### src/rtl/pc_pkg.sv
// Shared definitions for the program counter unit: next-PC select codes,
// default geometry and a pointer-width helper.
package pc_pkg;

  localparam int PC_W_DEF      = 6;
  localparam int RAS_DEPTH_DEF = 4;

  typedef enum logic [2:0] {
    PC_SEL_HOLD,
    PC_SEL_RET,
    PC_SEL_CALL,
    PC_SEL_JUMP,
    PC_SEL_BRANCH,
    PC_SEL_INC
  } pc_sel_e;

  function automatic int ptr_width(input int depth);
    return (depth > 1) ? $clog2(depth) : 1;
  endfunction

endpackage

### src/rtl/pc_ras.sv
// Circular return-address stack: a push when full overwrites the oldest entry,
// so the newest RAS_DEPTH return addresses are always retained.
module pc_ras
  import pc_pkg::*;
#(
  parameter int PC_W      = PC_W_DEF,
  parameter int RAS_DEPTH = RAS_DEPTH_DEF
) (
  input  logic            clk,
  input  logic            reset,
  input  logic            push,
  input  logic            pop,
  input  logic [PC_W-1:0] push_data,
  output logic [PC_W-1:0] top,
  output logic            full,
  output logic            empty
);

  localparam int PTR_W = ptr_width(RAS_DEPTH);
  localparam int CNT_W = $clog2(RAS_DEPTH + 1);

  logic [PC_W-1:0]  mem [RAS_DEPTH];
  logic [PTR_W-1:0] ptr_reg;
  logic [CNT_W-1:0] count_reg;
  logic [PTR_W-1:0] top_ptr;

  // ptr_reg is the next free slot; the power-of-two depth makes it wrap naturally.
  assign top_ptr = ptr_reg - PTR_W'(1);
  assign top     = mem[top_ptr];
  assign full    = (count_reg == CNT_W'(RAS_DEPTH));
  assign empty   = (count_reg == '0);

  always_ff @(posedge clk or negedge reset) begin
    if (!reset) begin
      ptr_reg   <= '0;
      count_reg <= '0;
    end else if (push) begin
      ptr_reg   <= ptr_reg + PTR_W'(1);
      count_reg <= full ? count_reg : count_reg + CNT_W'(1);
    end else if (pop && !empty) begin
      ptr_reg   <= top_ptr;
      count_reg <= count_reg - CNT_W'(1);
    end
  end

  // Storage is left unreset: with count at zero, stale entries are unreachable.
  always_ff @(posedge clk) begin
    if (push) begin
      mem[ptr_reg] <= push_data;
    end
  end

endmodule

### src/rtl/pc_unit.sv
// Program counter with stall, jump, relative branch and (with PC_RAS_EN defined)
// call/return through a return-address stack with sticky overflow/underflow flags.
module pc_unit
  import pc_pkg::*;
#(
  parameter int              PC_W      = PC_W_DEF,
  parameter int              RAS_DEPTH = RAS_DEPTH_DEF,
  parameter logic [PC_W-1:0] RESET_VEC = '0
) (
  input  logic            clk,
  input  logic            reset,
  input  logic            stall,
  input  logic            jump_enable,
  input  logic [PC_W-1:0] jump_value,
  input  logic            branch_enable,
  input  logic [PC_W-1:0] branch_offset,
  input  logic            call_enable,
  input  logic            ret_enable,
  output logic [PC_W-1:0] pc_count,
  output logic            ras_overflow,
  output logic            ras_underflow
);

  if (PC_W < 2) begin : g_bad_width
    $error("pc_unit: PC_W must be at least 2");
  end
  if (RAS_DEPTH < 2 || (RAS_DEPTH & (RAS_DEPTH - 1)) != 0) begin : g_bad_depth
    $error("pc_unit: RAS_DEPTH must be a power of two, at least 2");
  end

  pc_sel_e         sel;
  logic [PC_W-1:0] pc_reg;
  logic [PC_W-1:0] pc_next;
  logic [PC_W-1:0] pc_inc;

  assign pc_inc   = pc_reg + PC_W'(1);
  assign pc_count = pc_reg;

`ifdef PC_RAS_EN
  logic            ras_full;
  logic            ras_empty;
  logic [PC_W-1:0] ras_top;
  logic            ovf_set;
  logic            unf_set;
  logic            ovf_reg;
  logic            unf_reg;

  pc_ras #(
    .PC_W      (PC_W),
    .RAS_DEPTH (RAS_DEPTH)
  ) u_ras (
    .clk       (clk),
    .reset     (reset),
    .push      (sel == PC_SEL_CALL),
    .pop       (sel == PC_SEL_RET),
    .push_data (pc_inc),
    .top       (ras_top),
    .full      (ras_full),
    .empty     (ras_empty)
  );
`endif

  always_comb begin
    sel = PC_SEL_INC;
`ifdef PC_RAS_EN
    ovf_set = 1'b0;
    unf_set = 1'b0;
`endif
    if (stall) begin
      sel = PC_SEL_HOLD;
    end else if (ret_enable) begin
`ifdef PC_RAS_EN
      // An empty-stack return falls through to the next instruction.
      if (ras_empty) begin
        sel     = PC_SEL_INC;
        unf_set = 1'b1;
      end else begin
        sel = PC_SEL_RET;
      end
`else
      sel = PC_SEL_INC;
`endif
    end else if (call_enable) begin
`ifdef PC_RAS_EN
      sel     = PC_SEL_CALL;
      ovf_set = ras_full;
`else
      sel = PC_SEL_JUMP;
`endif
    end else if (jump_enable) begin
      sel = PC_SEL_JUMP;
    end else if (branch_enable) begin
      sel = PC_SEL_BRANCH;
    end
  end

  always_comb begin
    pc_next = pc_inc;
    case (sel)
      PC_SEL_HOLD:   pc_next = pc_reg;
`ifdef PC_RAS_EN
      PC_SEL_RET:    pc_next = ras_top;
`endif
      PC_SEL_CALL,
      PC_SEL_JUMP:   pc_next = jump_value;
      PC_SEL_BRANCH: pc_next = pc_reg + branch_offset;
      default:       pc_next = pc_inc;
    endcase
  end

  always_ff @(posedge clk or negedge reset) begin
    if (!reset) begin
      pc_reg <= RESET_VEC;
    end else begin
      pc_reg <= pc_next;
    end
  end

`ifdef PC_RAS_EN
  always_ff @(posedge clk or negedge reset) begin
    if (!reset) begin
      ovf_reg <= 1'b0;
      unf_reg <= 1'b0;
    end else begin
      ovf_reg <= ovf_reg | ovf_set;
      unf_reg <= unf_reg | unf_set;
    end
  end

  assign ras_overflow  = ovf_reg;
  assign ras_underflow = unf_reg;
`else
  assign ras_overflow  = 1'b0;
  assign ras_underflow = 1'b0;
`endif

endmodule
### config.mk
export PLATFORM = sky130hd
export DESIGN_NAME = pc_unit
export DESIGN_NICKNAME = d
export VERILOG_FILES = /design/src/rtl/pc_pkg.sv /design/src/rtl/pc_ras.sv /design/src/rtl/pc_unit.sv
export SDC_FILE = /design/constraint.sdc
export NUM_CORES = 1
export LEC_CHECK = 0
export ABC_CLOCK_PERIOD_IN_PS = 1700
export CAP_MARGIN = 20
export CORE_MARGIN = 2
export CORE_UTILIZATION = 23
export CTS_BUF_LIST = sky130_fd_sc_hd__clkbuf_4
export CTS_CLUSTER_SIZE = 30
export DETAILED_ROUTE_END_ITERATION = 8
export PLACE_DENSITY_LB_ADDON = 0.1
export SLEW_MARGIN = 15
export SYNTH_ARGS = -nofsm -noshare
export SYNTH_HDL_FRONTEND = slang
export SYNTH_SLANG_ARGS = --single-unit
### constraint.sdc
create_clock -name clk -period 1.7 [get_ports clk]
set_input_delay 0.34 -clock clk [delete_from_list [all_inputs] [get_ports clk]]
set_output_delay 0.34 -clock clk [all_outputs]
set_load 0.05 [all_outputs]
==> flow_summary.yaml <==
sta:
  finalCriticalPeriod_ns: 1.78
  hold_viol_final: 0
  setup_viol: 4
  fin_crit_sh: 1.05
  slew_viol_final: 0
  fmax_ghz: 0.562
  fin_skew_ns: 0.00733
  rsz0062_at_grt: "yes"
  fin_ws_ns: -0.0787
global_routing:
  grt_first_pass_wirelength_um: 2760
  grt_antenna_before_repair: 0
  grt_pass1_vias: 589
  grt_max_degree: 12
  globalRoute.totalOverflow: 0
  grtUsageTotal: 0.142
synth:
  synthDominantCellAreaShare: 0.265
  ys_types: 30
  avgSynthCellArea_sq_um: 8.21
  ys_ff_latch: 6
  synthesis.area_sq_um: 567
  synth_ff_type: "dfrtp_1"
  synth_area_leaders: "dfrtp_1, ha_1, o21ai_0"
  synthCells: 69
  async_reset_ff_frac: 1.00
  synth_edf_count: 0
  seq_area_frac_synth: 0.265
  synth_warnings: 0
  synth.largest_area_cell: "dfrtp_1"
drt:
  drc: 0
  first_iter_violations: 7
  routed_via_density: 4.69
  ant_nets: 0
  drt_pass1_iterations: 4
  drt-wirelength-per-cell_um: 12.9
  via_count: 614
  routed_wirelength_um: 1690
worst_setup_path:
  crit_end: "pc_count[2]"
  rr_endpoint: "pc_count[2]"
  r2r-start: "pc_count[1]"
  crit_path_start_kind: "primary input"
  end_kind: "flip-flop"
  critPathRequiredTime_ns: 1.83
  worstSetupPathType: "in2reg"
  cp_max_fo: 5
  critPathLaunch: "ret_enable"
  cp.arrival_ns: 1.91
  r2r_slack_ns: 0.01
  r2r_cells: 6
status:
  violations: "setup timing"
  status: "finished, violations left"
cts:
  cts_buffers: 3
  clock_latency_ns: 0.26
  cts_sinks: 6
  root_buffer: "clkbuf_4"
  clk_path_buf_depth: 2
  clk_transition_reported_paths_ns: 0.06
  h-tree-depth: 1
  cts_tree: "done"
floorplan:
  initial_utilization: 0.249
  pin_count: 27
  dieArea_sq_um: 2880
  die_x_um: 53.6
  num_rows: 17
  die_y_um: 53.6
  coreArea_sq_um: 2280
layout:
  finalNonFillerCells: 131
  final_cell_mix: "buf_4, clkdlybuf4s50_1, buf_6, a21oi_1, dfrtp_1"
  antennaDiodeCount: 0
  area_growth_pct: 90.1
  num-fill-cells: 228
  drive_gt1_frac: 0.495
  num-nets-final: 129
  final_core_util: 0.473
  layout_commonest_cell: "buf_4"
  largest_reg_flops: 6
flow_run:
  max_cap_viol_count: 0
power:
  vdd_drop_max_uv: 538
  powerDensity_nw_per_um2: 949
  static-leakage-power_nw: 0.465
  power.total_mw: 1.02
placement:
  hpwl_um: 1210
  port_buffers: 24
  gp_congestion: 0.716
  dp.cells: 126
min_path:
  hold_class: "in2async"
layout make-up:
type	instances	area, sq um	share of cell area
multi-input combinational	56	514	0.477
timing repair buffer	34	335	0.311
sequential	6	151	0.141
tap	28	35.0	0.0325
clock buffer	4	30.0	0.0279
inverter	3	11.3	0.0105
report_power, final:
part | leakage, nW | internal, mW | switching [mW]
Sequential | 0.0680 | 0.181 | 0.0526
Clock | 0.0184 | 0.106 | 0.0648
Combinational | 0.379 | 0.306 | 0.312
Total | 0.465 | 0.593 | 0.429
kinds of logic (layout without fill, tap and decap cells):
group / after synthesis / count (layout) / synth area share
other: 1 / 2 / 0.00662
XOR/XNOR: 1 / 1 / 0.0155
flip-flops: 6 / 6 / 0.265
AO/OA/AOI/OAI: 18 / 18 / 0.192
multiplexers: 3 / 3 / 0.0574
adder cells (fa/ha/maj): 6 / 6 / 0.146
buffers and inverters: 8 / 41 / 0.0817
AND/OR/NAND/NOR: 26 / 26 / 0.236
layer usage:
| layer | GRT usage | part of all wire | up-vias |
|---|---|---|---|
| met5 | 0 | 0 | - |
| li1 | - | - | 304 |
| met4 | 0.0385 | 0.0071 | 0 |
| met1 | 0.172 | 0.42 | 286 |
| met3 | 0.0611 | 0.083 | 2 |
| met2 | 0.228 | 0.48 | 22 |
synth_stat cells, types with 2 or more instances:
library cell / number
a21o_1: 2
a211oi_1: 3
dfrtp_1: 6
nor2_1: 6
ha_1: 5
a21oi_1: 5
buf_4: 2
and2_1: 3
or2_2: 2
o21ai_0: 6
inv_1: 3
mux2_2: 2
nand3_1: 3
nor2b_1: 2
nand2_1: 4
per-stage QoR:
| step | TNS, ns | hold slack (ns) | worst slack (ns) | cell area (sq um) |
|---|---|---|---|---|
| after floorplan | -0.809 | 0.0444 | -0.218 | 626 |
| after global placement | -3.96 | 0.509 | -0.787 | 937 |
| after detailed placement | -4.05 | 0.517 | -0.830 | 937 |
| after CTS | -0.288 | 0.379 | -0.143 | 1060 |
| after global routing | -0.445 | 0.375 | -0.141 | 1080 |
| final | -0.212 | 0.360 | -0.0787 | 1080 |
worst min path at each step:
stage                startpoint          end  slack (ns)  depth (start not counted)
global route              reset  pc_count[1]        0.37                          1
CTS                       reset  pc_count[1]        0.38                          1
global placement    pc_count[0]  pc_count[0]        0.51                          2
finish                    reset  pc_count[1]        0.36                          1
floorplan                 reset  pc_count[0]        0.04                          0
detailed placement  pc_count[0]  pc_count[0]        0.52                          2
repair_timing:
item / CTS / global route
pin swaps: 15 / 12
buffers inserted: 1 / 0
hold buffers: 0 / 0
endpoints found under the setup margin: 5 / 5
gates resized for setup: 41 / 5
worst max-delay path, stage by stage:
cell and delay (ns):
buf_6 0.10, nor2_4 0.08, and3_4 0.25, nand2_2 0.08
buf_6 0.12, fa_2 0.34, buf_6 0.13, xor2_2 0.13
a21oi_1 0.08, mux2_4 0.26
No activity file was read; power rests on OpenSTA's default activity.
